$ cat src/rtl/pkt_ff_pkg.sv
// Shared types and Gray-code helpers for the packet FIFO pointer logic.
package pkt_ff_pkg;

  localparam int PKT_FF_PTR_W = 8;

  typedef enum logic [1:0] {
    ST_IDLE   = 2'd0,
    ST_WR_PKT = 2'd1,
    ST_DROP   = 2'd2
  } wstate_e;

  function automatic logic [31:0] bin2gry(input logic [31:0] b);
    return b ^ (b >> 1);
  endfunction

  // Upper bits of narrower pointers are zero, so a 32-bit walk is exact.
  function automatic logic [31:0] gry2bin(input logic [31:0] g);
    logic [31:0] b;
    b[31] = g[31];
    for (int i = 30; i >= 0; i--) begin
      b[i] = b[i+1] ^ g[i];
    end
    return b;
  endfunction

endpackage

$ cat src/rtl/pkt_ff_wptr.sv
// Write-side pointer controller: speculative working pointer, committed packet
// pointer exported in Gray code, full/almost-full against the synced read pointer.
module pkt_ff_wptr
  import pkt_ff_pkg::*;
#(
  parameter int PTR_W    = PKT_FF_PTR_W,
  parameter int AFULL_TH = (1 << (PTR_W - 1)) - 4
) (
  input  logic             clk,
  input  logic             rst_n,
  input  logic             wr_en,
  input  logic             wr_sop,
  input  logic             wr_eop,
  input  logic             wr_err,
  input  logic [PTR_W-1:0] rptr_gry_sync,
  output logic             ram_wr_en,
  output logic [PTR_W-2:0] ram_waddr,
  output logic [PTR_W-1:0] wptr,
  output logic             full,
  output logic             afull,
  output logic             ovrflw,
  output logic [1:0]       dbg_state
);

  localparam logic [PTR_W-1:0] ONE = PTR_W'(1);

  wstate_e          state_q, state_d;
  logic [PTR_W-1:0] wbin_q, wbin_d;
  logic [PTR_W-1:0] cbin_q, cbin_d;
  logic [PTR_W-1:0] wptr_q, wptr_d;
  logic             afull_q, afull_d;
  logic             ovrflw_q, ovrflw_d;

  logic [PTR_W-1:0] rbin;
  logic [PTR_W-1:0] occ;
  logic             full_w, full_c;
  logic [PTR_W-1:0] base, base_next;
  logic             base_full;
  logic             take;
  logic             accept;

  always_comb begin
    rbin   = PTR_W'(gry2bin(32'(rptr_gry_sync)));
    occ    = wbin_q - rbin;
    full_w = (wbin_q[PTR_W-1] != rbin[PTR_W-1]) &&
             (wbin_q[PTR_W-2:0] == rbin[PTR_W-2:0]);
    full_c = (cbin_q[PTR_W-1] != rbin[PTR_W-1]) &&
             (cbin_q[PTR_W-2:0] == rbin[PTR_W-2:0]);
  end

  // A sop inside an open packet restarts writing from the committed pointer.
  always_comb begin
    base      = wbin_q;
    base_full = full_w;
    if (state_q == ST_WR_PKT && wr_sop) begin
      base      = cbin_q;
      base_full = full_c;
    end
    base_next = base + ONE;
  end

  always_comb begin
    wbin_d   = wbin_q;
    cbin_d   = cbin_q;
    state_d  = state_q;
    ovrflw_d = 1'b0;
    accept   = 1'b0;
    case (state_q)
      ST_WR_PKT: take = wr_en;
      default:   take = wr_en && wr_sop;
    endcase
    if (take) begin
      if (!base_full) begin
        accept = 1'b1;
        if (wr_eop) begin
          state_d = ST_IDLE;
          if (wr_err) begin
            wbin_d = cbin_q;
          end else begin
            wbin_d = base_next;
            cbin_d = base_next;
          end
        end else begin
          wbin_d  = base_next;
          state_d = ST_WR_PKT;
        end
      end else begin
        ovrflw_d = 1'b1;
        wbin_d   = cbin_q;
        state_d  = wr_eop ? ST_IDLE : ST_DROP;
      end
    end else if (state_q == ST_DROP && wr_en && wr_eop) begin
      state_d = ST_IDLE;
    end
  end

  always_comb begin
    wptr_d  = PTR_W'(bin2gry(32'(cbin_d)));
    afull_d = (occ >= PTR_W'(AFULL_TH));
  end

  always_ff @(posedge clk or negedge rst_n) begin
    if (!rst_n) begin
      state_q  <= ST_IDLE;
      wbin_q   <= '0;
      cbin_q   <= '0;
      wptr_q   <= '0;
      afull_q  <= 1'b0;
      ovrflw_q <= 1'b0;
    end else begin
      state_q  <= state_d;
      wbin_q   <= wbin_d;
      cbin_q   <= cbin_d;
      wptr_q   <= wptr_d;
      afull_q  <= afull_d;
      ovrflw_q <= ovrflw_d;
    end
  end

  assign ram_wr_en = accept;
  assign ram_waddr = base[PTR_W-2:0];
  assign full      = full_w;
  assign wptr      = wptr_q;
  assign afull     = afull_q;
  assign ovrflw    = ovrflw_q;
  assign dbg_state = state_q;

endmodule

$ cat config.mk
export PLATFORM = sky130hd
export DESIGN_NAME = pkt_ff_wptr
export DESIGN_NICKNAME = d
export VERILOG_FILES = /design/src/rtl/pkt_ff_pkg.sv /design/src/rtl/pkt_ff_wptr.sv
export SDC_FILE = /design/constraint.sdc
export NUM_CORES = 1
export LEC_CHECK = 0
export BUFFER_PORTS_ARGS = -buffer_cell sky130_fd_sc_hd__buf_2
export CORE_MARGIN = 2
export CORE_UTILIZATION = 28
export CTS_CLUSTER_DIAMETER = 60
export DETAILED_ROUTE_END_ITERATION = 12
export PLACE_DENSITY = 0.54
export SKIP_LAST_GASP = 1
export SLEW_MARGIN = 10
export SYNTH_ARGS = -nofsm -noshare
export SYNTH_HDL_FRONTEND = slang
export SYNTH_SLANG_ARGS = --single-unit
$ cat constraint.sdc
create_clock -name clk -period 2.63 [get_ports clk]
set_input_delay 0.1315 -clock clk [delete_from_list [all_inputs] [get_ports clk]]
set_output_delay 0.1315 -clock clk [all_outputs]
set_load 0.02 [all_outputs]
After elaboration in Yosys (flattened, before gate mapping)
Index checks and enable logic that the tools add are counted.
{"block": "op_classes", "n_addsub": 2, "n_lt_le_gt_ge": 1, "eq_ne": 6, "mux": 18, "bitwise": 8, "n_reduce_logical": 7}
{"operator": "$mux W8", "count": 7}
{"operator": "$eq A7 B7 Y1", "count": 2}
{"operator": "$add A8 B1 Y8 const B", "count": 1}
{"operator": "$ge A8 B7 Y1 const B", "count": 1}
{"operator": "$mux W2", "count": 4}
{"operator": "$sub A8 B8 Y8", "count": 1}
{"operator": "$xor A8 B7 Y8", "count": 1}
{"operator": "$mux W1", "count": 7}
{"operator": "$xor A1 B1 Y1", "count": 7}
{"operator": "$logic_and A1 B1 Y1", "count": 6}
{"operator": "$eq A2 B1 Y1 const B", "count": 1}
{"operator": "$eq A2 B2 Y1 const B", "count": 1}
{"operator": "$ne A1 B1 Y1", "count": 2}
{"operator": "$reduce_bool A2 Y1", "count": 1}
{"block": "word_totals", "ff_bits": 28, "inputBits": 14, "output_inout_bits": 21, "elab_cells": 48}

Depth between registers and ports, before layout
Gate-level depths: netlist of run 1.
{"block": "depth", "word_depth": 13, "ltp_mapped": 13, "ltp_nobuf": 13}

Least setup slack after synthesis of run 1
No wires, ideal clock.
{"block": "synth_path", "path_type": "input to register", "start": "in rptr_gry_sync[7]", "end": "reg cbin_q[4]", "setup_time_ps": 125, "t_arrival_ps": 2714, "t_required_ps": 2505, "path_slack_ps": -209, "path_stages": 12, "n_path_buf": 1, "path_cell_list": "xor3_2 -> xnor3_2 -> xnor2_4 -> xnor2_1 -> ha_1 -> nand4_1 -> nor4_1 -> a41o_2 -> nor2_4 -> nand3b_4 -> buf_6 -> mux2_4"}
{"block": "synth_between", "elab_chain_len": 12, "elab_cells_between_ends": 16, "cone_classes": "eq/ne: 4; mux: 3; bitwise: 7; reduce/logical: 2"}
{"item": "start, declared", "line": "pkt_ff_wptr.sv:15", "text": "input logic [PTR_W-1:0] rptr_gry_sync,"}
{"item": "$xor A1 B1 Y1 (7 in series)", "line": "pkt_ff_pkg.sv:21", "text": "b[i] = b[i+1] ^ g[i];"}
{"item": "$eq A7 B7 Y1, on equally long branches", "line": "pkt_ff_wptr.sv:46, pkt_ff_wptr.sv:48"}
{"item": "$logic_and A1 B1 Y1, on equally long branches", "line": "pkt_ff_wptr.sv:45, pkt_ff_wptr.sv:47"}
{"item": "$mux W1 *", "line": "pkt_ff_wptr.sv:55", "text": "if (state_q == ST_WR_PKT && wr_sop) begin"}
{"item": "$mux W8 *", "line": "pkt_ff_wptr.sv:73", "text": "if (!base_full) begin"}
{"item": "$mux W8 *", "line": "pkt_ff_wptr.sv:72", "text": "if (take) begin"}
{"item": "named net cbin_d[4]", "line": "pkt_ff_wptr.sv:29", "text": "logic [PTR_W-1:0] cbin_q, cbin_d;"}
{"item": "end signal, assigned", "line": "pkt_ff_wptr.sv:113", "text": "cbin_q <= cbin_d;"}
{"item": "end, declared", "line": "pkt_ff_wptr.sv:29"}
Mark *: on every way through the listed nets, which the timed path passes. The rest lies on a longest branch.
A chain may end at the register's enable or synchronous reset.

Worst setup path after layout of run 1
{"block": "layout_path", "start": "in rptr_gry_sync[7]", "end": "reg cbin_q[5]"}
Same word-level chain as after synthesis.

==> impl_table.tex, run 1 <==
\begin{tabular}{lr}
\hline
Metric & Value \\
\hline
\multicolumn{2}{l}{\textbf{Critical path}} \\
Required time at the worst-slack endpoint & 2.80 ns \\
Max Fanout on Critical Path & 5 \\
Critical path launch point type & primary input \\
Type of the worst setup path & in -> reg \\
Endpoint kind of the worst setup timing path & flip-flop \\
Data arrival time at the worst-slack endpoint & 2.72 ns \\
\multicolumn{2}{l}{\textbf{Pwr}} \\
Clock Power Share & 12.0\% \\
Gate power share & 56.6\% \\
Switching share of power & 41.28\% \\
Static leakage & $\sim$0.0013 uW \\
Maximum vdd drop & 0.2680 mV \\
Tot Pwr & 2064 uW \\
Internal portion of total power & 1212 uW \\
Power spent charging and discharging nets & $\sim$850 uW \\
Power per Cell Area & 801.6 nW/um\^{}2 \\
Fraction of power consumed by sequential logic & roughly a third \\
\multicolumn{2}{l}{\textbf{Outcome}} \\
Run status & finished, final reports clean \\
\multicolumn{2}{l}{\textbf{GRT}} \\
GRT Overall Usage & 11.73\% \\
Wire length of the first global-routing pass & 7.155 mm \\
Number of antenna violations at the first check in global routing & 0 \\
Number of global-route vias before repair & 1490 \\
Overflow left after global routing & 0 \\
Maximum number of pins on one net before global-route repair & 28 \\
\multicolumn{2}{l}{\textbf{Synth}} \\
Syn avg cell area & 10.24 um\^{}2 \\
Top cell type's share of synthesized area & roughly a third \\
Number of enable-type register cells in the synthesized netlist & 0 \\
Library cell with the largest summed area after synthesis & sky130\_fd\_sc\_hd\_\_dfrtp\_1 \\
Dominant register cell in the synthesized netlist & sky130\_fd\_sc\_hd\_\_dfrtp\_1 \\
Top post-synthesis cells by area & sky130\_fd\_sc\_hd\_\_dfrtp\_1, sky130\_fd\_sc\_hd\_\_xnor2\_1, sky130\_fd\_sc\_hd\_\_mux2i\_1 \\
Number of instances in the synthesized netlist & 198 \\
Yosys synthesis warning count & 0 \\
Cell variety after synth & 44 \\
Part of the Yosys area used for sequential elements & around 33\% \\
Synthesis-stage register bit count & 27 \\
Netlist Area Pre-Place & 2028 um\^{}2 \\
Nets in the synthesized netlist & about 220 \\
Synth async-reset ratio & 100.0\% \\
\multicolumn{2}{l}{\textbf{Clocking}} \\
Number of H-tree levels & 1 \\
Buffer cell driving the clock tree root & sky130\_fd\_sc\_hd\_\_clkbuf\_8 \\
Buffer depth of the longest clock path & 2 \\
TritonCTS clock tree & yes \\
Register clock-pin slew on the reported worst setup and hold paths & 0.10 ns \\
Clk\_lat worst skew & 0.28 ns \\
Sinks on the clock net & 27 \\
TritonCTS buffer count & 3 \\
\multicolumn{2}{l}{\textbf{Detailed routing}} \\
Final routed wire length divided by cell count & 13.16 um \\
Vias post-DR & 1516 \\
Met3 Wirelength & between 100 and 150 um \\
Drt via density & around 4.4 \\
Initial DRC count & 51 \\
Total wirelength of the detailed-routed design & 4.566 mm \\
Pre-antenna DRT Iters & 5 \\
Post-detailed-route count of antenna-violating nets & 0 \\
M1 WL & between 2 and 2.5 mm \\
Number of DRC violations after detailed routing & 0 \\
Total length of routed met2 wires & 2.239 mm \\
Highest layer used for signal routing & met4 \\
\multicolumn{2}{l}{\textbf{Final layout}} \\
Most frequent cells in the layout & sky130\_fd\_sc\_hd\_\_buf\_2, sky130\_fd\_sc\_hd\_\_xnor2\_1, sky130\_fd\_sc\_hd\_\_dfrtp\_1, sky130\_fd\_sc\_hd\_\_buf\_4, sky130\_fd\_sc\_hd\_\_mux2i\_1 \\
Fraction of layout instances using a drive strength above 1 & about 33\% \\
Area growth from synthesis to layout & 26.96\% \\
Total number of nets in the final design & 272 \\
Most common cell after layout, fill and taps aside & sky130\_fd\_sc\_hd\_\_buf\_2 \\
Final standard cell area without fillers & about 2600 um\^{}2 \\
Antenna cells & 0 \\
\multicolumn{2}{l}{\textbf{Timing}} \\
Number of pins with negative max-slew slack in the final report & 0 \\
Final cycle utilization of the critical path & a little over nine tenths \\
Setup Viol. Count Final & 0 \\
Highest attainable clock frequency & roughly 0.4 GHz \\
Headroom to the max-slew limit & about 56\% \\
Pin slew with the least headroom to its limit & 0.6578 ns \\
Setup repair after global routing missed its margin & yes \\
Fin Clk Skew & about 0.0044 ns \\
Clock period minus worst slack & around 2.6 ns \\
Number of hold violations in the final report & 0 \\
\multicolumn{2}{l}{\textbf{Placed design}} \\
Weighted congestion reported at the end of routability-driven placement & 0.7343 \\
Estimated wirelength of the detail-placed design & 3.426 mm \\
Port Buffers & 34 \\
Area after detailed placement & 2420 um\^{}2 \\
\multicolumn{2}{l}{\textbf{Floorplanning}} \\
Vertical die dimension & 89.11 um \\
Area of the core & 7137 um\^{}2 \\
Total Die Area & approximately 7900 um\^{}2 \\
Top-level I/O count & 35 \\
Site Rows & 31 \\
Initial cell density of the core & 28.42\% \\
Die outline width & between 80 and 90 um \\
\multicolumn{2}{l}{\textbf{Job}} \\
\# Max-Cap Violations & 0 \\
\multicolumn{2}{l}{\textbf{Hold path}} \\
Min-Delay Path Class & in -> reg \\
\hline
\end{tabular}
[sequential cells by signal, indices dropped and copies added, names as in the netlist]
name and flops:
cbin_q 8, afull 1, ovrflw 1, wptr 7, wbin_q 8, dbg_state 2
[logic make-up after synthesis]
| family | count (synthesis) | share of synthesized area, % |
|---|---|---|
| AO/OA/AOI/OAI | 29 | 9.685 |
| XOR/XNOR | 38 | 18.88 |
| adder cells (fa/ha/maj) | 9 | 5.923 |
| buffers and inverters | 25 | 5.244 |
| flip-flops | 27 | 33.31 |
| multiplexers | 30 | 15.85 |
| AND/OR/NAND/NOR | 40 | 11.10 |
[power by group through the flow]
| stage | clock network (uW) | registers (uW) | logic [uW] |
|---|---|---|---|
| global route | 271 | 670 | 1300 |
| global placement | 0 | 659 | 1120 |
| finish | 247 | 649 | 1170 |
| floorplan | 0 | 628 | 824 |
| CTS | 254 | 649 | 1140 |
| detailed placement | 0 | 658 | 1140 |
[worst paths after layout]
path,depth (start not counted),startpoint,slack [ns],endpoint
hold reg to reg,2,wbin_q[7]$_DFFE_PN0P_,0.56,wbin_q[7]$_DFFE_PN0P_
setup reg to reg,8,dbg_state[1]$_DFFE_PN0P_,0.20,cbin_q[6]$_DFF_PN0_
setup / recovery,12,rptr_gry_sync[7],0.08,cbin_q[5]$_DFF_PN0_
min in group asynchronous,2,rst_n,0.44,dbg_state[1]$_DFFE_PN0P_
hold / removal,3,wr_en,0.17,dbg_state[1]$_DFFE_PN0P_
max in group asynchronous,2,rst_n,1.76,wptr[3]$_DFF_PN0_
[final cells by class]
cell class                      instances  area [um^2]
Inverter                               13        48.80
Tap cell                               99        123.9
Multi-Input combinational cell        147         1305
Clock buffer                            4        45.04
Fill cell                             747         4562
Timing Repair Buffer                   57        376.6
Sequential cell                        27        675.6
[Yosys cell counts, types with 4 or more instances]
library cell	n
sky130_fd_sc_hd__clkbuf_1	8
sky130_fd_sc_hd__mux2_2	5
sky130_fd_sc_hd__xor2_1	7
sky130_fd_sc_hd__inv_1	13
sky130_fd_sc_hd__xnor2_1	28
sky130_fd_sc_hd__nor3_1	4
sky130_fd_sc_hd__mux2i_1	22
sky130_fd_sc_hd__nand2_1	13
sky130_fd_sc_hd__dfrtp_1	27
sky130_fd_sc_hd__nand3_1	4
sky130_fd_sc_hd__ha_1	8
sky130_fd_sc_hd__o21ai_0	13
[worst max-delay path, cell delays in order]
cell and delay (ns):
sky130_fd_sc_hd__buf_6 0.09, sky130_fd_sc_hd__xor3_2 0.39, sky130_fd_sc_hd__xnor3_2 0.33, sky130_fd_sc_hd__xnor2_4 0.19
sky130_fd_sc_hd__xnor2_1 0.14, sky130_fd_sc_hd__ha_1 0.28, sky130_fd_sc_hd__nand4_1 0.12, sky130_fd_sc_hd__nor4_2 0.05
sky130_fd_sc_hd__a41o_2 0.30, sky130_fd_sc_hd__nor2_4 0.19, sky130_fd_sc_hd__nand3b_4 0.16, sky130_fd_sc_hd__mux2_4 0.32
[metal layers]
metal	vias up	GRT usage (%)
met4	0	4.071
met5	-	0
li1	779	-
met1	709	16.42
met2	23	18.72
met3	5	1.385
[through the flow]
step           hold slack [ns]  setup slack, ns  util, %  TNS (ns)  instances
2_1_floorplan          -0.1641          -0.1926        -   -0.8470        198
4_1_cts                 0.1340          0.01231    34.68         0        343
6_report                0.1746          0.07792    36.08         0        347
3_3_place_gp            0.1991          -0.2189    33.91    -4.246        338
3_5_place_dp            0.1997          -0.2765    33.91    -5.639        338
5_1_grt                 0.1828         -0.05559    36.08   -0.6487        347
[timing repair]
item                                    4_1_cts  5_1_grt
buffers inserted                              0        3
endpoints found under the setup margin        0       23
gates resized for setup                       0       22
hold buffers                                  1        0
hold endpoints to repair                     27        0
Power figures use the tool's default switching activity.
==> run 2, diff against run 1 <==
CORE_ASPECT_RATIO = 1.1   (was not set)
SETUP_SLACK_MARGIN = 0.5   (was not set)
==> impl_table.tex, run 2 (synthesis gave the netlist of run 1 again) <==
\begin{tabular}{lr}
\hline
Metric & Value \\
\hline
\multicolumn{2}{l}{\textbf{Pwr}} \\
Power per Cell Area & 808.2 nW/um\^{}2 (was 801.6 nW/um\^{}2) \\
Static leakage & 0.001347 uW (was 0.001310 uW) \\
Switching share of power & 41.72\% (was 41.28\%) \\
Maximum vdd drop & 0.4651 mV (was 0.2680 mV) \\
Internal portion of total power & 1230 uW (was 1212 uW) \\
Gate power share & 57.1\% (was 56.6\%) \\
Clock Power Share & 11.9\% (was 12.0\%) \\
Fraction of power consumed by sequential logic & 31.0\% (was 31.5\%) \\
Power spent charging and discharging nets & 880.4 uW (was 852.0 uW) \\
\multicolumn{2}{l}{\textbf{Clocking}} \\
Buffer depth of the longest clock path & 2 (unchanged) \\
Number of H-tree levels & 1 (unchanged) \\
TritonCTS buffer count & 3 (unchanged) \\
Buffer cell driving the clock tree root & sky130\_fd\_sc\_hd\_\_clkbuf\_8 (unchanged) \\
Sinks on the clock net & 27 (unchanged) \\
TritonCTS clock tree & yes (unchanged) \\
Register clock-pin slew on the reported worst setup and hold paths & 0.10 ns (about the same) \\
Clk\_lat worst skew & 0.28 ns (about the same) \\
\multicolumn{2}{l}{\textbf{Final layout}} \\
Fraction of layout instances using a drive strength above 1 & 36.11\% (was 33.06\%) \\
Antenna cells & 0 (unchanged) \\
Area growth from synthesis to layout & 28.75\% (was 26.96\%) \\
Most frequent cells in the layout & sky130\_fd\_sc\_hd\_\_buf\_2, sky130\_fd\_sc\_hd\_\_xnor2\_1, sky130\_fd\_sc\_hd\_\_dfrtp\_1, sky130\_fd\_sc\_hd\_\_buf\_4, sky130\_fd\_sc\_hd\_\_mux2i\_1 (unchanged) \\
Final standard cell area without fillers & 2611 um\^{}2 (was 2575 um\^{}2) \\
Most common cell after layout, fill and taps aside & sky130\_fd\_sc\_hd\_\_buf\_2 (unchanged) \\
Fin cells & 337 (was 347) \\
Share of the core filled with cells & 37.27\% (was 36.08\%) \\
Total number of nets in the final design & 276 (was 272) \\
\multicolumn{2}{l}{\textbf{Floorplanning}} \\
Top-level I/O count & 35 (unchanged) \\
Site Rows & 32 (was 31) \\
Total Die Area & 7942 um\^{}2 (was 7941 um\^{}2) \\
Area of the core & 7007 um\^{}2 (was 7137 um\^{}2) \\
Die outline width & 85.15 um (was 89.11 um) \\
Vertical die dimension & 93.27 um (was 89.11 um) \\
Initial cell density of the core & 28.95\% (was 28.42\%) \\
\multicolumn{2}{l}{\textbf{Timing}} \\
Highest attainable clock frequency & 0.3896 GHz (was 0.3918 GHz) \\
Headroom to the max-slew limit & 56.18\% (was 56.14\%) \\
Final cycle utilization of the critical path & 97.59\% (was 97.04\%) \\
Number of hold violations in the final report & 0 (unchanged) \\
Pin slew with the least headroom to its limit & 0.6572 ns (was 0.6578 ns) \\
Setup Viol. Count Final & 0 (unchanged) \\
Clock period minus worst slack & 2.567 ns (was 2.552 ns) \\
Number of pins with negative max-slew slack in the final report & 0 (unchanged) \\
Post-route worst hold slack & 0.1622 ns (was 0.1746 ns) \\
Fin Clk Skew & 0.006415 ns (was 0.004437 ns) \\
Setup repair after global routing missed its margin & yes (unchanged) \\
\multicolumn{2}{l}{\textbf{Placed design}} \\
Port Buffers & 34 (unchanged) \\
Weighted congestion reported at the end of routability-driven placement & 0.7544 (was 0.7343) \\
Estimated wirelength of the detail-placed design & 3.512 mm (was 3.426 mm) \\
Area after detailed placement & 2415 um\^{}2 (was 2420 um\^{}2) \\
Number of placed instances with taps included & 325 (was 338) \\
\multicolumn{2}{l}{\textbf{Critical path}} \\
End of the critical path & wptr[5]\$\_DFF\_PN0\_ (was cbin\_q[5]\$\_DFF\_PN0\_) \\
Worst path depth & 13 (was 12) \\
Max Fanout on Critical Path & 5 (unchanged) \\
First element of the critical path & rptr\_gry\_sync[7] (unchanged) \\
Worst Path Buf+Inv & 2 (was 1) \\
Required time at the worst-slack endpoint & 2.80 ns (about the same) \\
FF-to-FF Start & dbg\_state[1]\$\_DFFE\_PN0P\_ (unchanged) \\
Endpoint kind of the worst setup timing path & flip-flop (unchanged) \\
Depth of the worst register-to-register path & 9 (was 8) \\
Crit path cell chain & buf\_6, xor3\_2, xnor3\_2, xnor2\_4, xnor2\_1, ha\_1, nand4\_1, nor4\_2, a41o\_2, nor2\_4, nand3b\_4, buf\_4, mux2i\_2 (was buf\_6, xor3\_2, xnor3\_2, xnor2\_4, xnor2\_1, ha\_1, nand4\_1, nor4\_2, a41o\_2, nor2\_4, nand3b\_4, mux2\_4) \\
R2r setup slk & 0.23 ns (was 0.20 ns) \\
Delay contributed by the slowest stage of the critical path & 0.43 ns (was 0.39 ns) \\
R2r endpoint & wptr[5]\$\_DFF\_PN0\_ (was cbin\_q[6]\$\_DFF\_PN0\_) \\
Data arrival time at the worst-slack endpoint & 2.74 ns (was 2.72 ns) \\
Type of the worst setup path & in -> reg (unchanged) \\
Family of cells with the greatest summed delay on the critical path & XOR/XNOR gates (unchanged) \\
Worst path slowest cell & sky130\_fd\_sc\_hd\_\_xor3\_2 (unchanged) \\
Critical path launch point type & primary input (unchanged) \\
\multicolumn{2}{l}{\textbf{Detailed routing}} \\
Highest layer used for signal routing & met3 (was met4) \\
Total wirelength of the detailed-routed design & 4.805 mm (was 4.566 mm) \\
Final routed wire length divided by cell count & 14.26 um (was 13.16 um) \\
Drt via density & 4.656 (was 4.369) \\
Post-detailed-route count of antenna-violating nets & 0 (unchanged) \\
Total length of routed met2 wires & 2.362 mm (was 2.239 mm) \\
Initial DRC count & 78 (was 51) \\
M1 WL & 2.241 mm (was 2.149 mm) \\
Vias post-DR & 1569 (was 1516) \\
Number of DRC violations after detailed routing & 0 (unchanged) \\
Pre-antenna DRT Iters & 4 (was 5) \\
Met3 Wirelength & 201 um (was 110 um) \\
\multicolumn{2}{l}{\textbf{GRT}} \\
GRT Overall Usage & 12.95\% (was 11.73\%) \\
Wire length of the first global-routing pass & 8.252 mm (was 7.155 mm) \\
Overflow left after global routing & 0 (unchanged) \\
Number of global-route vias before repair & 1677 (was 1490) \\
Maximum number of pins on one net before global-route repair & 28 (unchanged) \\
Number of antenna violations at the first check in global routing & 0 (unchanged) \\
\multicolumn{2}{l}{\textbf{Outcome}} \\
Run status & finished, final reports clean (unchanged) \\
\multicolumn{2}{l}{\textbf{Job}} \\
\# Max-Cap Violations & 0 (unchanged) \\
\multicolumn{2}{l}{\textbf{Hold path}} \\
Min-Delay Path Class & in -> reg (unchanged) \\
\hline
\end{tabular}
run 2: timing repair:
item,4_1_cts,5_1_grt
pin swaps,6,3
buffers inserted,4,2
endpoints found under the setup margin,29,29
cloned,1,0
endpoints found under the hold margin,27,0
resized for setup,13,8
hold buffers,1,0
run 2: power groups by stage:
stage / Sequential, uW / Clock, uW / Combinational (uW)
after floorplan: 628 / 0 / 833
after global placement: 659 / 0 / 1130
after detailed placement: 662 / 0 / 1140
after CTS: 656 / 265 / 1190
after global routing: 671 / 274 / 1350
final: 654 / 252 / 1200
run 2: stage by stage:
stage	power, uW	setup WS, ns	TNS, ns
after floorplan	1460	-0.1923	-0.8387
after CTS	2111	0.07609	0
after global placement	1792	-0.2931	-5.167
after detailed placement	1804	-0.2933	-5.583
final	2110	0.06347	0
after global routing	2299	-0.06263	-0.5296
run 2: worst min-delay path by stage:
stage	cells past startpoint	slack (ns)	startpoint	to
global placement	1	0.20	rst_n	ovrflw$_DFF_PN0_
CTS	3	0.15	wr_en	dbg_state[1]$_DFFE_PN0P_
global route	3	0.18	wr_en	dbg_state[1]$_DFFE_PN0P_
finish	3	0.16	wr_en	dbg_state[1]$_DFFE_PN0P_
detailed placement	1	0.21	rst_n	ovrflw$_DFF_PN0_
floorplan	0	-0.16	rst_n	afull$_DFF_PN0_
run 2: cell type report:
| class | count | area, um^2 |
|---|---|---|
| tap | 85 | 106.4 |
| multi-input combinational | 147 | 1323 |
| clock buffer | 3 | 41.29 |
| sequential | 27 | 675.6 |
| fill | 714 | 4395 |
| inverter | 13 | 48.80 |
| timing repair buffer | 61 | 411.6 |
| clock inverter | 1 | 5.005 |
run 2: layer usage:
metal,up-vias,track usage (%)
li1,784,-
met1,753,17.70
met2,32,22.14
met3,0,2.648
met4,0,0.7937
met5,-,0
run 2: worst register-to-register path, stage by stage, from the launching register on:
cell                       delay (ns)
sky130_fd_sc_hd__dfrtp_1         0.44
sky130_fd_sc_hd__and3b_2         0.37
sky130_fd_sc_hd__a21boi_0        0.20
sky130_fd_sc_hd__inv_1           0.13
sky130_fd_sc_hd__ha_1            0.18
sky130_fd_sc_hd__nand3_1         0.15
sky130_fd_sc_hd__nor3_1          0.36
sky130_fd_sc_hd__xnor2_2         0.20
sky130_fd_sc_hd__xnor2_1         0.17
sky130_fd_sc_hd__mux2i_2         0.09
==> run 3, diff against run 2 <==
CORE_UTILIZATION = 56   (was 28)
PLACE_DENSITY = 0.88   (was 0.54)
==> impl_table.tex, run 3 (synthesis gave the netlist of run 1 again) <==
\begin{tabular}{lr}
\hline
Metric & Value \\
\hline
\multicolumn{2}{l}{\textbf{Timing}} \\
Pin slew with the least headroom to its limit & 0.6452 ns (was 0.6572 ns) \\
Headroom to the max-slew limit & 56.70\% (was 56.18\%) \\
Highest attainable clock frequency & 0.3803 GHz (was 0.3896 GHz) \\
Number of hold violations in the final report & 0 (unchanged) \\
Setup Viol. Count Final & 0 (unchanged) \\
Number of pins with negative max-slew slack in the final report & 0 (unchanged) \\
Fin Clk Skew & 0.003726 ns (was 0.006415 ns) \\
Smallest setup slack after layout & 0.0002731 ns (was 0.06347 ns) \\
Post-route worst hold slack & 0.07983 ns (was 0.1622 ns) \\
Clock period minus worst slack & 2.630 ns (was 2.567 ns) \\
Total negative setup slack & 0 ns (unchanged) \\
Final cycle utilization of the critical path & 99.99\% (was 97.59\%) \\
Setup repair after global routing missed its margin & yes (unchanged) \\
\multicolumn{2}{l}{\textbf{GRT}} \\
Number of global-route vias before repair & 1696 (was 1677) \\
Met1 Use GR & 27.36\% (was 17.70\%) \\
Number of antenna violations at the first check in global routing & 0 (unchanged) \\
Met3 Resource Use GR & 3.301\% (was 2.648\%) \\
Met2 routing resource usage after global routing & 45.48\% (was 22.14\%) \\
GRT Max-Usage Layer & met2 (unchanged) \\
Maximum number of pins on one net before global-route repair & 28 (unchanged) \\
Overflow left after global routing & 0 (unchanged) \\
GRT Overall Usage & 24.22\% (was 12.95\%) \\
Wire length of the first global-routing pass & 7.472 mm (was 8.252 mm) \\
\multicolumn{2}{l}{\textbf{Pwr}} \\
Maximum vdd drop & 0.4809 mV (was 0.4651 mV) \\
Internal portion of total power & 1219 uW (was 1230 uW) \\
Switching share of power & 42.86\% (was 41.72\%) \\
Fraction of power consumed by sequential logic & 30.6\% (was 31.0\%) \\
Power per Cell Area & 830.2 nW/um\^{}2 (was 808.2 nW/um\^{}2) \\
Gate power share & 59.8\% (was 57.1\%) \\
Static leakage & 0.001345 uW (was 0.001347 uW) \\
Power spent charging and discharging nets & 914.5 uW (was 880.4 uW) \\
Clock Power Share & 9.6\% (was 11.9\%) \\
\multicolumn{2}{l}{\textbf{Critical path}} \\
Max Fanout on Critical Path & 6 (was 5) \\
Crit path cell chain & buf\_6, xor3\_2, xnor3\_2, xnor2\_4, xnor2\_1, ha\_1, nand4\_1, nor4\_2, a41o\_2, buf\_12, a21oi\_4, buf\_12, mux2i\_1, o21ai\_1 (was buf\_6, xor3\_2, xnor3\_2, xnor2\_4, xnor2\_1, ha\_1, nand4\_1, nor4\_2, a41o\_2, nor2\_4, nand3b\_4, buf\_4, mux2i\_2) \\
Family of cells with the greatest summed delay on the critical path & XOR/XNOR gates (unchanged) \\
Type of the worst setup path & in -> reg (unchanged) \\
Worst path slowest cell & sky130\_fd\_sc\_hd\_\_xor3\_2 (unchanged) \\
Data arrival time at the worst-slack endpoint & 2.89 ns (was 2.74 ns) \\
Critical path launch point type & primary input (unchanged) \\
Worst path depth & 14 (was 13) \\
Endpoint kind of the worst setup timing path & flip-flop (unchanged) \\
Depth of the worst register-to-register path & 10 (was 9) \\
Worst Path Buf+Inv & 3 (was 2) \\
Required time at the worst-slack endpoint & 2.89 ns (was 2.80 ns) \\
CP most frequent cell & sky130\_fd\_sc\_hd\_\_buf\_12 \\
Delay contributed by the slowest stage of the critical path & 0.42 ns (was 0.43 ns) \\
R2r setup slk & 0.24 ns (was 0.23 ns) \\
\multicolumn{2}{l}{\textbf{Floorplanning}} \\
Top-level I/O count & 35 (unchanged) \\
Initial cell density of the core & 59.42\% (was 28.95\%) \\
Vertical die dimension & 67.12 um (was 93.27 um) \\
Site Rows & 22 (was 32) \\
Total Die Area & 4120 um\^{}2 (was 7942 um\^{}2) \\
Area of the core & 3413 um\^{}2 (was 7007 um\^{}2) \\
Die outline width & 61.38 um (was 85.15 um) \\
\multicolumn{2}{l}{\textbf{Clocking}} \\
Number of H-tree levels & 1 (unchanged) \\
Buffer cell driving the clock tree root & sky130\_fd\_sc\_hd\_\_clkbuf\_4 (was sky130\_fd\_sc\_hd\_\_clkbuf\_8) \\
TritonCTS clock tree & yes (unchanged) \\
TritonCTS buffer count & 3 (unchanged) \\
Buffer depth of the longest clock path & 2 (unchanged) \\
Sinks on the clock net & 27 (unchanged) \\
Register clock-pin slew on the reported worst setup and hold paths & 0.16 ns (was 0.10 ns) \\
Clk\_lat worst skew & 0.35 ns (was 0.28 ns) \\
\multicolumn{2}{l}{\textbf{Final layout}} \\
Share of the core filled with cells & 75.29\% (was 37.27\%) \\
Most frequent cells in the layout & sky130\_fd\_sc\_hd\_\_buf\_2, sky130\_fd\_sc\_hd\_\_xnor2\_1, sky130\_fd\_sc\_hd\_\_dfrtp\_1, sky130\_fd\_sc\_hd\_\_mux2i\_1, sky130\_fd\_sc\_hd\_\_buf\_4 (was sky130\_fd\_sc\_hd\_\_buf\_2, sky130\_fd\_sc\_hd\_\_xnor2\_1, sky130\_fd\_sc\_hd\_\_dfrtp\_1, sky130\_fd\_sc\_hd\_\_buf\_4, sky130\_fd\_sc\_hd\_\_mux2i\_1) \\
Antenna cells & 0 (unchanged) \\
Most common cell after layout, fill and taps aside & sky130\_fd\_sc\_hd\_\_buf\_2 (unchanged) \\
Fillcell total & 256 (was 714) \\
Area growth from synthesis to layout & 26.71\% (was 28.75\%) \\
Fraction of layout instances using a drive strength above 1 & 35.60\% (was 36.11\%) \\
Final standard cell area without fillers & 2570 um\^{}2 (was 2611 um\^{}2) \\
Total number of nets in the final design & 274 (was 276) \\
\multicolumn{2}{l}{\textbf{Detailed routing}} \\
Pre-antenna DRT Iters & 4 (unchanged) \\
Post-detailed-route count of antenna-violating nets & 0 (unchanged) \\
Number of DRC violations after detailed routing & 0 (unchanged) \\
Final routed wire length divided by cell count & 15.94 um (was 14.26 um) \\
Vias post-DR & 1631 (was 1569) \\
Total wirelength of the detailed-routed design & 4.749 mm (was 4.805 mm) \\
Initial DRC count & 57 (was 78) \\
Drt via density & 5.473 (was 4.656) \\
\multicolumn{2}{l}{\textbf{Job}} \\
\# Max-Cap Violations & 0 (unchanged) \\
\multicolumn{2}{l}{\textbf{Placed design}} \\
Port Buffers & 34 (unchanged) \\
Worst slack, placed & -0.4299 ns (was -0.2933 ns) \\
Weighted congestion reported at the end of routability-driven placement & 0.8605 (was 0.7544) \\
Estimated wirelength of the detail-placed design & 3.385 mm (was 3.512 mm) \\
Area after detailed placement & 2361 um\^{}2 (was 2415 um\^{}2) \\
\multicolumn{2}{l}{\textbf{Hold path}} \\
Min-Delay Path Class & in -> reg (unchanged) \\
Number of cells traversed by the worst hold path & 3 (unchanged) \\
\multicolumn{2}{l}{\textbf{Outcome}} \\
Run status & finished, final reports clean (unchanged) \\
\hline
\end{tabular}
-- run 3: changes by cell type in the layout (fill, tap and decap cells not counted), sizes merged --
cell and delta:
buf -2, clkinv -1, clkinvlp +1
-- run 3: power groups by stage --
stage	registers, uW	logic [uW]	clock network, uW
floorplan	628	833	0
global placement	650	1110	0
detailed placement	656	1140	0
CTS	647	1190	203
global route	673	1410	219
finish	653	1280	204
-- run 3: repair_timing --
item	4_1_cts	5_1_grt
pin swaps	3	5
hold endpoints to repair	27	0
hold buffers	1	0
resized for setup	13	16
endpoints found under the setup margin	29	30
buffers inserted	2	3
gates cloned	0	1
-- run 3: worst paths after layout --
check                                               from                        to
worst max register to register  dbg_state[1]$_DFFE_PN0P_         wptr[6]$_DFF_PN0_
min in group asynchronous                          rst_n           afull$_DFF_PN0_
max in group asynchronous                          rst_n       cbin_q[4]$_DFF_PN0_
worst min-delay path                               wr_en  dbg_state[1]$_DFFE_PN0P_
worst min register to register     wbin_q[5]$_DFFE_PN0P_     wbin_q[5]$_DFFE_PN0P_
worst max-delay path                    rptr_gry_sync[7]     wbin_q[4]$_DFFE_PN0P_
-- run 3: through the flow --
step	total power [uW]	instances
floorplan	1460	198
global placement	1757	287
detailed placement	1799	287
CTS	2041	294
global route	2304	298
finish	2134	298
-- run 3: layout make-up --
type,count,area [um^2],area share [%]
well taps,48,60.06,2.337
flip-flops and latches,27,675.6,26.29
clock buffers,3,22.52,0.8763
repair buffers,59,415.4,16.16
inverters,13,48.80,1.899
multi-input cells,147,1340,52.14
clock inverters,1,7.507,0.2921
-- run 3: tightest hold or removal path, stage by stage --
cell	delay (ns)
sky130_fd_sc_hd__buf_2	0.11
sky130_fd_sc_hd__o21ai_0	0.07
sky130_fd_sc_hd__a21o_1	0.11
-- run 3: layer usage --
layer,part of all wire (%),vias up
met5,0,-
met2,51,51
met4,2.3,0
li1,-,789
met3,4.2,11
met1,42,780
